$ cat config.mk
export PLATFORM = sky130hd
export DESIGN_NAME = muldiv_ctrl
export DESIGN_NICKNAME = d
export VERILOG_FILES = /design/src/rtl/muldiv_ctrl.sv
export SDC_FILE = /design/constraint.sdc
export NUM_CORES = 1
export LEC_CHECK = 0
export BUFFER_PORTS_ARGS = -buffer_cell sky130_fd_sc_hd__clkbuf_2
export CAP_MARGIN = 30
export CELL_PAD_IN_SITES_DETAIL_PLACEMENT = 0
export CELL_PAD_IN_SITES_GLOBAL_PLACEMENT = 1
export CORE_ASPECT_RATIO = 1.4
export CORE_MARGIN = 2
export CORE_UTILIZATION = 49
export CTS_CLUSTER_SIZE = 14
export DETAILED_ROUTE_END_ITERATION = 8
export PLACE_DENSITY_LB_ADDON = 0.1
export SLEW_MARGIN = 5
export SYNTH_ARGS = -nofsm -noshare
export SYNTH_HDL_FRONTEND = slang
export SYNTH_SLANG_ARGS = --single-unit
$ cat constraint.sdc
create_clock -name clk -period 8.2 [get_ports clk]
set_input_delay 0 -clock clk [delete_from_list [all_inputs] [get_ports clk]]
set_output_delay 0 -clock clk [all_outputs]
set_load 0.02 [all_outputs]
$ cat src/rtl/muldiv_ctrl.sv
// muldiv_ctrl: iterative MULT/MULTU/DIV/DIVU sequencer feeding the HI/LO registers.
// One shared 2*WIDTH accumulator is used for both operations: shift-add for
// multiply, restoring (one trial subtract per step) for divide. Signed operations
// run on magnitudes and the sign is fixed up in a dedicated FIX cycle.
module muldiv_ctrl #(
  parameter int WIDTH     = 32,
  parameter bit ZERO_FAST = 1'b1
) (
  input  logic             clk,
  input  logic             reset,
  input  logic             start,
  input  logic [1:0]       op,
  input  logic [WIDTH-1:0] srca,
  input  logic [WIDTH-1:0] srcb,
  input  logic             cancel,
  output logic             stall,
  output logic             busy,
  output logic             done,
  output logic [WIDTH-1:0] hi,
  output logic [WIDTH-1:0] lo
);

  localparam int CW = $clog2(WIDTH);
  localparam logic [CW-1:0] LAST_STEP = CW'(WIDTH - 1);

  typedef enum logic [1:0] {
    S_IDLE = 2'd0,
    S_CALC = 2'd1,
    S_FIX  = 2'd2,
    S_DONE = 2'd3
  } state_t;

  state_t               r_state;
  logic [CW-1:0]        r_cnt;
  logic                 r_is_div;
  logic                 r_neg_q;    // quotient / product must be negated
  logic                 r_neg_r;    // remainder must be negated (takes dividend sign)
  logic                 r_zero;     // divide by zero: result is forced in FIX
  logic [WIDTH-1:0]     r_raw_a;    // untouched srca, returned as HI on divide by zero
  logic [WIDTH-1:0]     r_opnd;     // multiplicand or divisor magnitude
  logic [2*WIDTH-1:0]   r_acc;      // {partial product | remainder, multiplier | quotient}
  logic [WIDTH-1:0]     r_hi;
  logic [WIDTH-1:0]     r_lo;
  logic                 r_done;

  logic                 w_signed;
  logic                 w_is_div;
  logic                 w_b_zero;
  logic                 w_go;
  logic [WIDTH-1:0]     w_abs_a;
  logic [WIDTH-1:0]     w_abs_b;
  logic [WIDTH:0]       w_mul_add;
  logic [WIDTH:0]       w_mul_sum;
  logic [2*WIDTH-1:0]   w_mul_next;
  logic [WIDTH:0]       w_div_trial;
  logic [2*WIDTH-1:0]   w_div_next;
  logic [2*WIDTH-1:0]   w_prod;
  logic [WIDTH-1:0]     w_res_hi;
  logic [WIDTH-1:0]     w_res_lo;

  // Operand decode: op[0]=0 selects the signed variants, op[1]=1 selects divide.
  assign w_signed = ~op[0];
  assign w_is_div = op[1];
  assign w_b_zero = (srcb == '0);
  assign w_go     = start & ~cancel;
  assign w_abs_a  = (w_signed && srca[WIDTH-1]) ? -srca : srca;
  assign w_abs_b  = (w_signed && srcb[WIDTH-1]) ? -srcb : srcb;

  // Multiply step: conditionally add multiplicand to the upper half, shift right.
  assign w_mul_add  = r_acc[0] ? {1'b0, r_opnd} : '0;
  assign w_mul_sum  = {1'b0, r_acc[2*WIDTH-1:WIDTH]} + w_mul_add;
  assign w_mul_next = {w_mul_sum, r_acc[WIDTH-1:1]};

  // Divide step: shift left, try subtracting the divisor, keep it only if non-negative.
  assign w_div_trial = r_acc[2*WIDTH-1:WIDTH-1] - {1'b0, r_opnd};
  assign w_div_next  = w_div_trial[WIDTH] ? {r_acc[2*WIDTH-2:0], 1'b0}
                                          : {w_div_trial[WIDTH-1:0], r_acc[WIDTH-2:0], 1'b1};

  assign w_prod = r_neg_q ? -r_acc : r_acc;

  // Sign correction and divide-by-zero override, consumed in FIX.
  always_comb begin
    w_res_hi = w_prod[2*WIDTH-1:WIDTH];
    w_res_lo = w_prod[WIDTH-1:0];
    if (r_is_div) begin
      w_res_hi = r_neg_r ? -r_acc[2*WIDTH-1:WIDTH] : r_acc[2*WIDTH-1:WIDTH];
      w_res_lo = r_neg_q ? -r_acc[WIDTH-1:0] : r_acc[WIDTH-1:0];
      if (r_zero) begin
        w_res_hi = r_raw_a;
        w_res_lo = '1;
      end
    end
  end

  // Sequencer: latch operands, iterate WIDTH steps, fix signs, pulse done.
  always_ff @(posedge clk or negedge reset) begin
    if (!reset) begin
      r_state  <= S_IDLE;
      r_cnt    <= '0;
      r_is_div <= 1'b0;
      r_neg_q  <= 1'b0;
      r_neg_r  <= 1'b0;
      r_zero   <= 1'b0;
      r_raw_a  <= '0;
      r_opnd   <= '0;
      r_acc    <= '0;
      r_hi     <= '0;
      r_lo     <= '0;
      r_done   <= 1'b0;
    end else begin
      r_done <= 1'b0;
      case (r_state)
        S_IDLE: begin
          if (w_go) begin
            r_is_div <= w_is_div;
            r_neg_q  <= w_signed & (srca[WIDTH-1] ^ srcb[WIDTH-1]);
            r_neg_r  <= w_signed & srca[WIDTH-1];
            r_zero   <= w_is_div & w_b_zero;
            r_raw_a  <= srca;
            r_opnd   <= w_is_div ? w_abs_b : w_abs_a;
            r_acc    <= {{WIDTH{1'b0}}, (w_is_div ? w_abs_a : w_abs_b)};
            r_cnt    <= '0;
            r_state  <= (w_is_div && w_b_zero && ZERO_FAST) ? S_FIX : S_CALC;
          end
        end
        S_CALC: begin
          if (cancel) begin
            r_cnt   <= '0;
            r_state <= S_IDLE;
          end else begin
            r_acc <= r_is_div ? w_div_next : w_mul_next;
            if (r_cnt == LAST_STEP) begin
              r_cnt   <= '0;
              r_state <= S_FIX;
            end else begin
              r_cnt <= r_cnt + CW'(1);
            end
          end
        end
        S_FIX: begin
          if (cancel) begin
            r_state <= S_IDLE;
          end else begin
            r_hi    <= w_res_hi;
            r_lo    <= w_res_lo;
            r_done  <= 1'b1;
            r_state <= S_DONE;
          end
        end
        default: begin
          r_state <= S_IDLE;
        end
      endcase
    end
  end

  assign stall = ((r_state == S_IDLE) && w_go) || (r_state == S_CALC) || (r_state == S_FIX);
  assign busy  = (r_state != S_IDLE);
  assign done  = r_done;
  assign hi    = r_hi;
  assign lo    = r_lo;

endmodule

After elaboration in Yosys (flattened, before gate mapping)
Index checks and enable logic that the tools add are counted.
{"block": "classes", "add_sub_neg": 8, "eq_ne": 6, "mux": 29, "bitwise": 7, "n_reduce_logical": 15}
{"operator": "two-way mux 32 bit", "count": 11}
{"operator": "two-way mux 64 bit", "count": 5}
{"operator": "negator 32 bit", "count": 4}
{"operator": "case mux 64 bit (2 select lines)", "count": 1}
{"operator": "negator 64 bit", "count": 1}
{"operator": "adder 32 x 32 -> 33 bit", "count": 1}
{"operator": "subtractor 33 x 32 -> 33 bit", "count": 1}
{"operator": "zero test 32 bit", "count": 1}
{"operator": "two-way mux 5 bit", "count": 3}
{"operator": "two-way mux 2 bit", "count": 5}
{"operator": "case mux 5 bit (2 select lines)", "count": 1}
{"operator": "AND reduction 2 bit", "count": 4}
{"operator": "case mux 2 bit (3 select lines)", "count": 1}
{"operator": "adder 5 x 1 -> 5 bit (second input constant)", "count": 1}
{"operator": "== test 5 bit (second input constant)", "count": 1}
{"operator": "bitwise AND 1 bit", "count": 4}
{"operator": "logical AND 1 bit", "count": 4}
{"operator": "!= test 2 bit (second input constant)", "count": 2}
{"operator": "nonzero test 2 bit", "count": 2}
{"operator": "!= test 3 bit (second input constant)", "count": 1}
{"operator": "AND reduction 3 bit", "count": 1}
{"operator": "== test 2 x 1 -> 1 bit (second input constant)", "count": 1}
{"operator": "== test 2 bit (second input constant)", "count": 1}
{"operator": "zero test 2 bit", "count": 1}
{"operator": "other kinds (4)", "count": 7}
{"block": "word_totals", "regBits": 204, "inputBits": 70, "out_inout_bits": 67}

Depth between registers and ports, before layout
Gate-level depths: netlist of run 1.
{"block": "logic_depth", "depth_word": 6, "ltp_mapped": 14}

Worst setup path after synthesis of run 1
No wires, ideal clock.
{"block": "synth_timing", "kind": "reg2reg", "start": "register r_acc[31]", "end": "register r_acc[62]", "setup_ns": 0.124, "arrival_time_ns": 3.501, "path_slack_ns": 4.575, "stages_incl_launch_ff": 14, "path_buffers": 1, "synth_period_minus_slack_ns": 3.625, "path_cell_list": "dfrtp_1 inv_1 ha_1 fa_1 nand2b_1 a21oi_1 o21ai_0 a2111oi_0 o21bai_1 a31oi_1 and2_1 buf_2 mux2_2 a211o_1"}
{"block": "synth_between", "elab_chain_cells": 5}
{"element": "start: declaration", "line_no": "41", "text": "logic [2*WIDTH-1:0] r_acc;"}
{"element": "start signal: assignment", "line_no": "121", "text": "r_acc <= {{WIDTH{1'b0}}, (w_is_div ? w_abs_a : w_abs_b)};"}
{"element": "start signal: assignment", "line_no": "131", "text": "r_acc <= r_is_div ? w_div_next : w_mul_next;"}
{"element": "subtractor 33 x 32 -> 33 bit", "line_no": "75", "text": "assign w_div_trial = r_acc[2*WIDTH-1:WIDTH-1] - {1'b0, r_opnd};"}
{"element": "two-way mux 64 bit", "line_no": "76", "text": "assign w_div_next = w_div_trial[WIDTH] ? {r_acc[2*WIDTH-2:0], 1'b0}"}
{"element": "two-way mux 64 bit", "line_no": "131"}
{"element": "two-way mux 64 bit", "line_no": "127", "text": "if (cancel) begin"}
{"element": "case mux 64 bit (2 select lines)", "line_no": "112", "text": "case (r_state)"}
Every way passes these cells. The select of a mux whose other input is x is not followed.
A chain may end at the register's enable or synchronous reset.

Final worst setup path of run 1
{"block": "layout_timing", "start": "register r_acc[31]", "end": "register r_acc[53]"}
Same word-level chain as after synthesis.

==> impl_summary.md, run 1 <==
STA
The maximum clock frequency is 0.204 GHz. For the pin with the worst max-slew slack, the measured transition is 0.993 ns. The final worst-path setup slack is 3.30 ns. The final count of pins violating max slew is 0. Setup repair after global routing left no endpoint under its margin. Setup violations remaining at the end of the flow were counted as 0.

The worst pin sits at a relative slew slack of 33.2%. The clock arrives with 0.0123 ns of skew. The minimum clock period is 4.90 ns. The final number of hold-violating endpoints is 0. The share of the clock period used by the worst path is 59.7%. Adding up every negative setup slack in the final design gives 0 ns.

Worst hold path
The hold path endpoint is r_acc[0]. The hold-critical path depth is 4. The class of the tightest hold or removal check is primary input to flop. The worst hold path begins at srcb[0].

Routing
For this run, design rule violations remaining after detail routing come to 0. The detailed-route wire length per cell is 23.8 µm. The detail-routed via count per cell is 6.18. The total wire length is 65.2 mm. Detailed routing inserted a total of 16900 vias.

In this run the remaining antenna-violating nets after routing total 0. The first-pass iteration count of the detailed router is 5. The detailed router's first-iteration violation count is 1395.

Final layout
The post-route netlist has 10.6% of its cells at a drive strength greater than 1. The multi-input combinational cells in the finished layout cover a total of 10900 µm². In the final layout, flip-flops and latches occupy 5110 µm².

The count of placed standard cells in the final layout, fillers left out is 2744. For this run, the post-layout net count is 2417. The number of inserted filler cells in the final layout is 3210.

0 antenna diodes ended up in the layout. From synthesis to final layout, the design area changed by 14.5%.

Worst setup path
The reg-to-reg critical path startpoint is r_acc[31]. Walking the worst path, the cells encountered are inv_1 > ha_1 > fa_1 > nand2b_1 > a21oi_1 > o21ai_0 > a2111oi_0 > o21bai_1 > a31oi_1 > and2_1 > buf_4 > mux2_2 > a221o_1. The type of origin of the critical path is a flop. The terminus of the critical flop-to-flop path is r_acc[53]. By startpoint and endpoint, the worst setup path is classified as flop to flop.

The top cell family by delay on the critical path is compound AO/OA/AOI/OAI gates. The slowest cell on the critical path is a2111oi_0. The endpoint type of the worst setup path is a flop. The stage delay of the slowest cell on the critical path is 0.73 ns. The critical path contains buffers and inverters numbering 2 combined. STA puts the critical path data required time at 8.63 ns.

Counting cells, the worst reg-to-reg path comes to 13. The arrival time at the worst endpoint is 5.33 ns. The setup check on the worst reg-to-reg path leaves a slack of 3.30 ns. The highest net fanout along the worst path is 24.

Clocking
The count of H-tree levels built during CTS is 1. The number of clock buffers added by TritonCTS is 24. Clock latency on the worst-skew pair, taken at its later pin, is 0.55 ns. The total of cells resized after clock tree synthesis is 0. The maximum buffer depth of the clock tree is 3. The root buffer cell is clkbuf_16. The TritonCTS clock tree is built.

The clock-pin transition on the worst setup and hold timing paths is 0.07 ns. The clock net in this run drives a total of 204 sinks.

Yosys
The number of nets in the synthesized netlist is 2311. The async set-reset flop share out of synthesis is 100%. The instance count of the mapped netlist is 2169. The synthesized design contains 204 register bits.

Counting instances in the post-synthesis netlist gives the leading cell types as 287 x nand2_1, 215 x a21oi_1, 212 x nor2_1. In this run, synthesis inferred 0 flip-flops with an integrated enable. The summed instance area of the synthesized netlist is 16800 µm².

The biggest area contributor in the post-synthesis netlist is dfrtp_1. Among all flip-flop cells after synthesis, the most frequent one is dfrtp_1. During synthesis, Yosys emitted a total of 0 warnings. The most instantiated library cell after synthesis is nand2_1. The average instance in the mapped netlist occupies 7.73 µm².

Of the post-synthesis cell area, the dominant cell type holds 30.5%. The post-synthesis sequential area ratio is 30.5%. The number of different library cells used by synthesis comes to 76. Yosys attributes the largest share of cell area to dfrtp_1 30%, nand2_1 6.4%, a21oi_1 6.4%.

Global routing
The total overflow left after global routing is 0. The via count of the first global-routing pass is 16600. Entering global routing, the biggest net connects 103 pins. The number of antenna violations at the first check in global routing came to 0. In the global route stage, overall resource usage came out at 36.3%. The first global-routing pass estimated 100 mm of wire.

Place
The post-DP HPWL is 48.2 mm. At the end of routability-driven placement, the weighted congestion stood at 1.01. Timing analysis after detailed placement gives a worst setup slack of 3.40 ns. The count of input and output buffers is 136. The number of cells in the design after placement is 2639.

Floorplan
The die is 223 µm tall. After floorplanning, the core was divided into 80 placement rows. For this configuration, the core starts out at a cell density of 49.4%. The die area is 35700 µm².

The total area inside the core boundary comes to 33900 µm². The number of top-level pins is 137. The floorplan step set the die width to 160 µm.

Power
For this design the ratio of total power to cell area is 281 nW/µm². Across the VDD grid, the largest voltage drop is 181 µV. For this design the static power due to leakage is 8.59 nW.

Run status
The run finished with clean final reports.

Job
The tool flagged a number of max-cap violations equal to 0.
registers in the layout, indices dropped and copies added (netlist names), 2 cells and up:
register,flops
r_acc,64
hi,32
lo,32
r_opnd,32
r_raw_a,32
r_cnt,5
r_state,2
stage by stage:
step	hold WS, ns	power (W)	utilization (%)	instance area, µm²
after floorplan	-0.296	0.00329	-	16800
after global placement	0.113	0.00410	52.1	17700
after detailed placement	0.119	0.00410	52.2	17700
after CTS	0.00159	0.00534	56.5	19200
after global routing	0.0558	0.00572	56.6	19200
final	0.00250	0.00539	56.6	19200
cells by family after synthesis:
group / share of synthesized area [%]
AOI/OAI and AO/OA: 24.0
xor gates and xnor gates: 9.72
adders and majority gates: 5.46
buffers and inverters: 4.89
DFF: 30.5
muxes: 5.26
and+or+nand+nor: 20.2
final cells by class:
cell class,count,area share (%)
clock inverter,12,1.02
tap,451,2.94
sequential,204,26.6
inverter,64,1.25
clock buffer,32,3.45
multi-input combinational,1752,56.6
timing repair buffer,229,8.13
power breakdown:
group,switching (W),total [W],internal [W]
Clock,0.000475,0.00120,0.000726
Combinational,0.00167,0.00269,0.00102
Sequential,0.000335,0.00150,0.00117
Total,0.00248,0.00539,0.00292
tightest hold or removal path: stages:
cell and delay [ns]:
clkbuf_2 0.15, mux2i_1 0.09, a21oi_1 0.14, a22o_1 0.13
cells in the final DEF, fill, tap and decap left out, types with 7 or more instances in the layout:
cell type | netlist | layout
buf_4 | 1 | 29
nor3_1 | 42 | 42
a22oi_1 | 21 | 21
o21bai_1 | 7 | 7
nor2b_1 | 15 | 14
o21a_1 | 10 | 10
o22ai_1 | 9 | 9
xor2_1 | 97 | 97
clkbuf_2 | 0 | 134
mux2i_1 | 79 | 79
a31oi_1 | 17 | 17
or4_1 | 15 | 15
o22a_1 | 7 | 7
nand3_1 | 35 | 35
and2_1 | 15 | 15
ha_1 | 70 | 70
nand2b_1 | 16 | 15
o21ai_0 | 208 | 208
a21o_1 | 26 | 26
clkbuf_16 | 0 | 25
o41ai_1 | 12 | 12
dfrtp_1 | 204 | 202
nor2_1 | 212 | 209
nor4_1 | 27 | 27
or3_1 | 19 | 19
o31ai_1 | 30 | 30
and3_1 | 14 | 14
or2_2 | 10 | 10
o211ai_1 | 24 | 24
inv_1 | 61 | 61
a211oi_1 | 11 | 11
a21oi_1 | 215 | 214
o221ai_1 | 9 | 9
nand2_1 | 287 | 287
nand4_1 | 15 | 15
dlygate4sd3_1 | 0 | 60
xnor2_1 | 89 | 89
mux2_2 | 8 | 8
worst max path at each step:
stage | start | slack, ns | end | depth (start not counted)
detailed placement | r_acc[31] | 3.40 | r_acc[53] | 13
global placement | r_acc[36] | 3.55 | r_acc[53] | 11
floorplan | r_acc[31] | 4.58 | r_acc[62] | 13
CTS | r_acc[31] | 3.38 | r_acc[53] | 13
finish | r_acc[31] | 3.30 | r_acc[53] | 13
global route | r_acc[31] | 2.98 | r_acc[53] | 13
layer usage:
layer | wire length (µm) | vias up | global-route usage [%]
met5 | 0 | - | 0
met4 | 3450 | 0 | 17.5
met3 | 4030 | 156 | 3.73
met2 | 31200 | 701 | 61.4
met1 | 26500 | 8150 | 46.5
li1 | - | 7938 | -
repair_timing:
action,4_1_cts,5_1_grt
hold endpoints to repair,168,0
hold buffers,60,0
buffers inserted,0,0
setup endpoints to repair,0,0
Note: power is estimated with default switching activity, not from simulation.
==> run 2: changes to the inputs <==
Settings changed: ABC_AREA from default to 1, CORE_UTILIZATION 49 to 39.
Clock period 8.2 ns to 4.5 ns, I/O delays scaled along.
==> impl_summary.md, run 2 <==
Global routing
The number of antenna violations at the first check in global routing is 0. Across every metal layer, demand over resource in global routing totals 35.8%. The residual overflow from global routing is 0. The via count of the first global-routing pass came to 21900. The first global-routing pass estimated 140 mm of wire. Entering global routing, the biggest net connects 145 pins.

STA
Setup repair after global routing left no endpoint under its margin. The final count of pins violating max slew came to 0. Clock skew on the completed layout was measured at 0.0308 ns. The total negative slack is 0 ns. The final number of hold-violating endpoints is 12. The post-route worst hold slack is -0.0226 ns. The worst slew margin relative to its limit is 26.5%. The worst path in the final design needs a cycle of 3.39 ns, including I/O delays and setup. At the pin with the least slew margin, the transition time is 1.10 ns.

The number of setup violations in the final report is 0. The share of the clock period used by the worst path is 75.2%. The maximum clock frequency is 0.295 GHz.

Final layout
The number of antenna repair diodes is 0. The proportion of layout cells with a drive suffix above 1 is 8.31%. Excluding fillers, the count of instances in the completed layout stands at 4050. Once layout is complete, the utilization of the core stands at 44.8%. The net count of the finished layout is 3530.

More flip-flops sit in one register than any other, and that register is r_acc. The area growth from synthesis to layout is 14.1%. The number of flip-flops in the largest register is 64.

The number of inserted filler cells in the final layout is 5507. The library cell used most frequently in the layout, excluding fill and tap cells, is nand2_1. The top cell types in the final layout, fill and taps aside, are 1022 x nand2_1, 423 x inv_1, 353 x nor2_1.

Place
Routability-driven placement finished with a final weighted congestion of 1.03. The number of cells in the design after placement is 3939. The count of input and output buffers is 136.

Summed over all nets, the half-perimeter wirelength after detailed placement is 77.0 mm.

Yosys
The async set-reset flop share out of synthesis is 100%. Summing the areas of all and, or, nand and nor instances in the mapped netlist gives 38.4% of the synthesized area. The most used flip-flop cell after synthesis is dfrtp_1. The xor and xnor fraction of the mapped netlist area is 4.15%.

The count of flip-flops with a built-in enable after synthesis is 0. The synthesized netlist devotes 15.8% of its cell area to compound gates. The portion of synthesized cell area occupied by the leading cell type is 26.0%. The count of warnings emitted by yosys is 0. Synthesis produced 3250 cells. dfrtp_1 takes more of the synthesized area than any other cell. Ranked by total cell area, the synthesized netlist is headed by dfrtp_1 26%, nand2_1 20%, inv_1 8.1%. The number of synthesized register bits is 204. The synthesized netlist devotes 4.67% of its cell area to adder and majority cells. Counting instances in the post-synthesis netlist gives the leading cell types as 1023 x nand2_1, 423 x inv_1, 354 x nor2_1. Sequential elements use 26.0% of the synthesized area. The number of distinct library cell variants in the gate-level netlist after synthesis is 57. The most instantiated library cell after synthesis is nand2_1. A synthesized cell averages 6.03 µm². Of the post-synthesis cell area, the part taken by muxes is 0%. The number of nets handed over by synthesis was 3392. The summed instance area of the synthesized netlist is 19600 µm².

The largest family of logic cells by synthesized area is simple AND/OR/NAND/NOR gates.

Floorplan
137 I/O pins were placed. The die area is 52100 µm². The effective utilization at floorplan is 39.3%. The total core area is 49900 µm². In this run the core area contains 97 standard-cell rows.

The y dimension of the die is 269 µm. The width of the chip is 193 µm.

Routing
The detail-routed via count per cell is 5.61. The detailed router finished its first iteration with 1817 violations. The detail route stage leaves a number of antenna-violating nets equal to 0. The detailed-route wire length per cell is 23.6 µm. The first TritonRoute pass finished after 7 iterations. The total number of vias is 22700. The total wire length is 95.7 mm. The final routed DRC violation total is 0.

Clocking
The clock-pin transition on the worst setup and hold timing paths is 0.07 ns. The count of H-tree levels built during CTS is 1. The number of sinks on the clock net is 204.

The clock insertion delay at the later pin of the skew report is 0.58 ns. The maximum buffer depth of the clock tree is 3. The tree is rooted in a clkbuf_16. TritonCTS built the clock tree. The number of buffers inserted to repair setup after CTS is 0. The total CTS buffers is 26.

Worst setup path
Setup slack on the worst reg-to-reg path comes out at 1.11 ns. The terminus of the critical flop-to-flop path is r_acc[46]. STA classifies the critical path startpoint as a flop. The reg-to-reg critical path startpoint is r_acc[32]. Measured in cells, the most critical reg-to-reg path has a length of 16. The highest net fanout along the worst path is 33.

The endpoint type of the worst setup path is a flop. The arrival time at the worst endpoint is 3.84 ns. The worst setup path category is flop to flop. The required time at the worst-slack endpoint is 4.96 ns.

Worst hold path
The worst hold path belongs to the class primary input to async pin.

Run status
The flow ran to the end, but the final reports show violations. The checks that failed: negative hold slack.

Power
For this design the ratio of total power to cell area is 809 nW/µm². The maximum vdd drop is 662 µV. The static power due to leakage is 11.6 nW.

Job
The max capacitance violation total is 0.
## run 2: cell count changes in the layout (fill, tap and decap cells not counted), moves of 28 or more
| cell | delta |
|---|---|
| xnor2_1 | -71 |
| nor2_1 | +144 |
| o31ai_1 | -28 |
| nand2_1 | +735 |
| a21oi_1 | -29 |
| inv_1 | +362 |
| nand3_1 | +229 |
| mux2i_1 | -79 |
| o21ai_0 | -33 |
## run 2: timing repair
item                       CTS  global route
setup endpoints to repair    0             0
hold endpoints to repair   130             0
hold buffers                63             0
gates resized for setup      0             0
## run 2: report_power, final
| part | leakage [nW] | switching, W | total (W) | internal, W |
|---|---|---|---|---|
| sequential | 2.46 | 0.00136 | 0.00405 | 0.00269 |
| clock | 0.414 | 0.000951 | 0.00218 | 0.00123 |
| combinational | 8.76 | 0.00817 | 0.0119 | 0.00370 |
| total | 11.6 | 0.0105 | 0.0181 | 0.00761 |
## run 2: worst max path at each step
| stage | startpoint | end | slack, ns | cells past startpoint |
|---|---|---|---|---|
| 2_1_floorplan | r_acc[0] | r_acc[59] | 1.85 | 19 |
| 3_3_place_gp | r_acc[32] | r_acc[38] | 1.24 | 16 |
| 3_5_place_dp | r_acc[32] | r_acc[46] | 1.23 | 16 |
| 4_1_cts | r_acc[32] | r_acc[46] | 1.21 | 16 |
| 5_1_grt | r_acc[32] | r_acc[46] | 1.04 | 16 |
| 6_report | r_acc[32] | r_acc[46] | 1.11 | 16 |
## run 2: final cells by class
type / instances / area (µm²) / share of cell area [%]
Clock buffer: 32 / 693 / 3.10
Sequential cell: 204 / 5110 / 22.8
Tap cell: 643 / 805 / 3.60
Multi-Input combinational cell: 2492 / 12400 / 55.3
Clock inverter: 15 / 169 / 0.755
Inverter: 434 / 1630 / 7.28
Timing Repair Buffer: 230 / 1600 / 7.14
## run 2: stage by stage
step | setup WS (ns) | total power, W | area [µm²] | hold slack, ns
6_report | 1.11 | 0.0181 | 22400 | -0.0226
3_3_place_gp | 1.24 | 0.0156 | 20800 | 0.000187
2_1_floorplan | 1.85 | 0.0114 | 19600 | -0.296
5_1_grt | 1.04 | 0.0194 | 22400 | 0.0290
3_5_place_dp | 1.23 | 0.0156 | 20900 | 0.0196
4_1_cts | 1.21 | 0.0180 | 22400 | 0.00589
## run 2: cells by family after synthesis
| family | count (synthesis) |
|---|---|
| compound gates | 531 |
| buf+inv | 554 |
| xor+xnor | 93 |
| simple gates | 1796 |
| flops | 204 |
| fa+ha+maj | 72 |
## run 2: critical path, cell delays in order (launching register included)
cell	delay [ns]
dfrtp_1	0.62
inv_1	0.30
fa_1	0.54
inv_1	0.13
nand2_1	0.08
nand2_1	0.10
nand3_1	0.08
nand2_1	0.11
nand2_1	0.07
nand2_2	0.14
nand2_4	0.10
nand2_4	0.09
nand2_2	0.08
nand2_4	0.36
nor2_1	0.20
o21ai_1	0.17
nand2_1	0.08
## run 2: per-layer routing
layer  part of all wire (%)  global-route usage, %  vias to the layer above
met3                    5.3                   3.24                      264
met5                      0                      0                        -
met4                    7.7                   23.2                        0
met1                     38                   40.7                    10800
li1                       -                      -                    10800
met2                     49                   63.8                      914
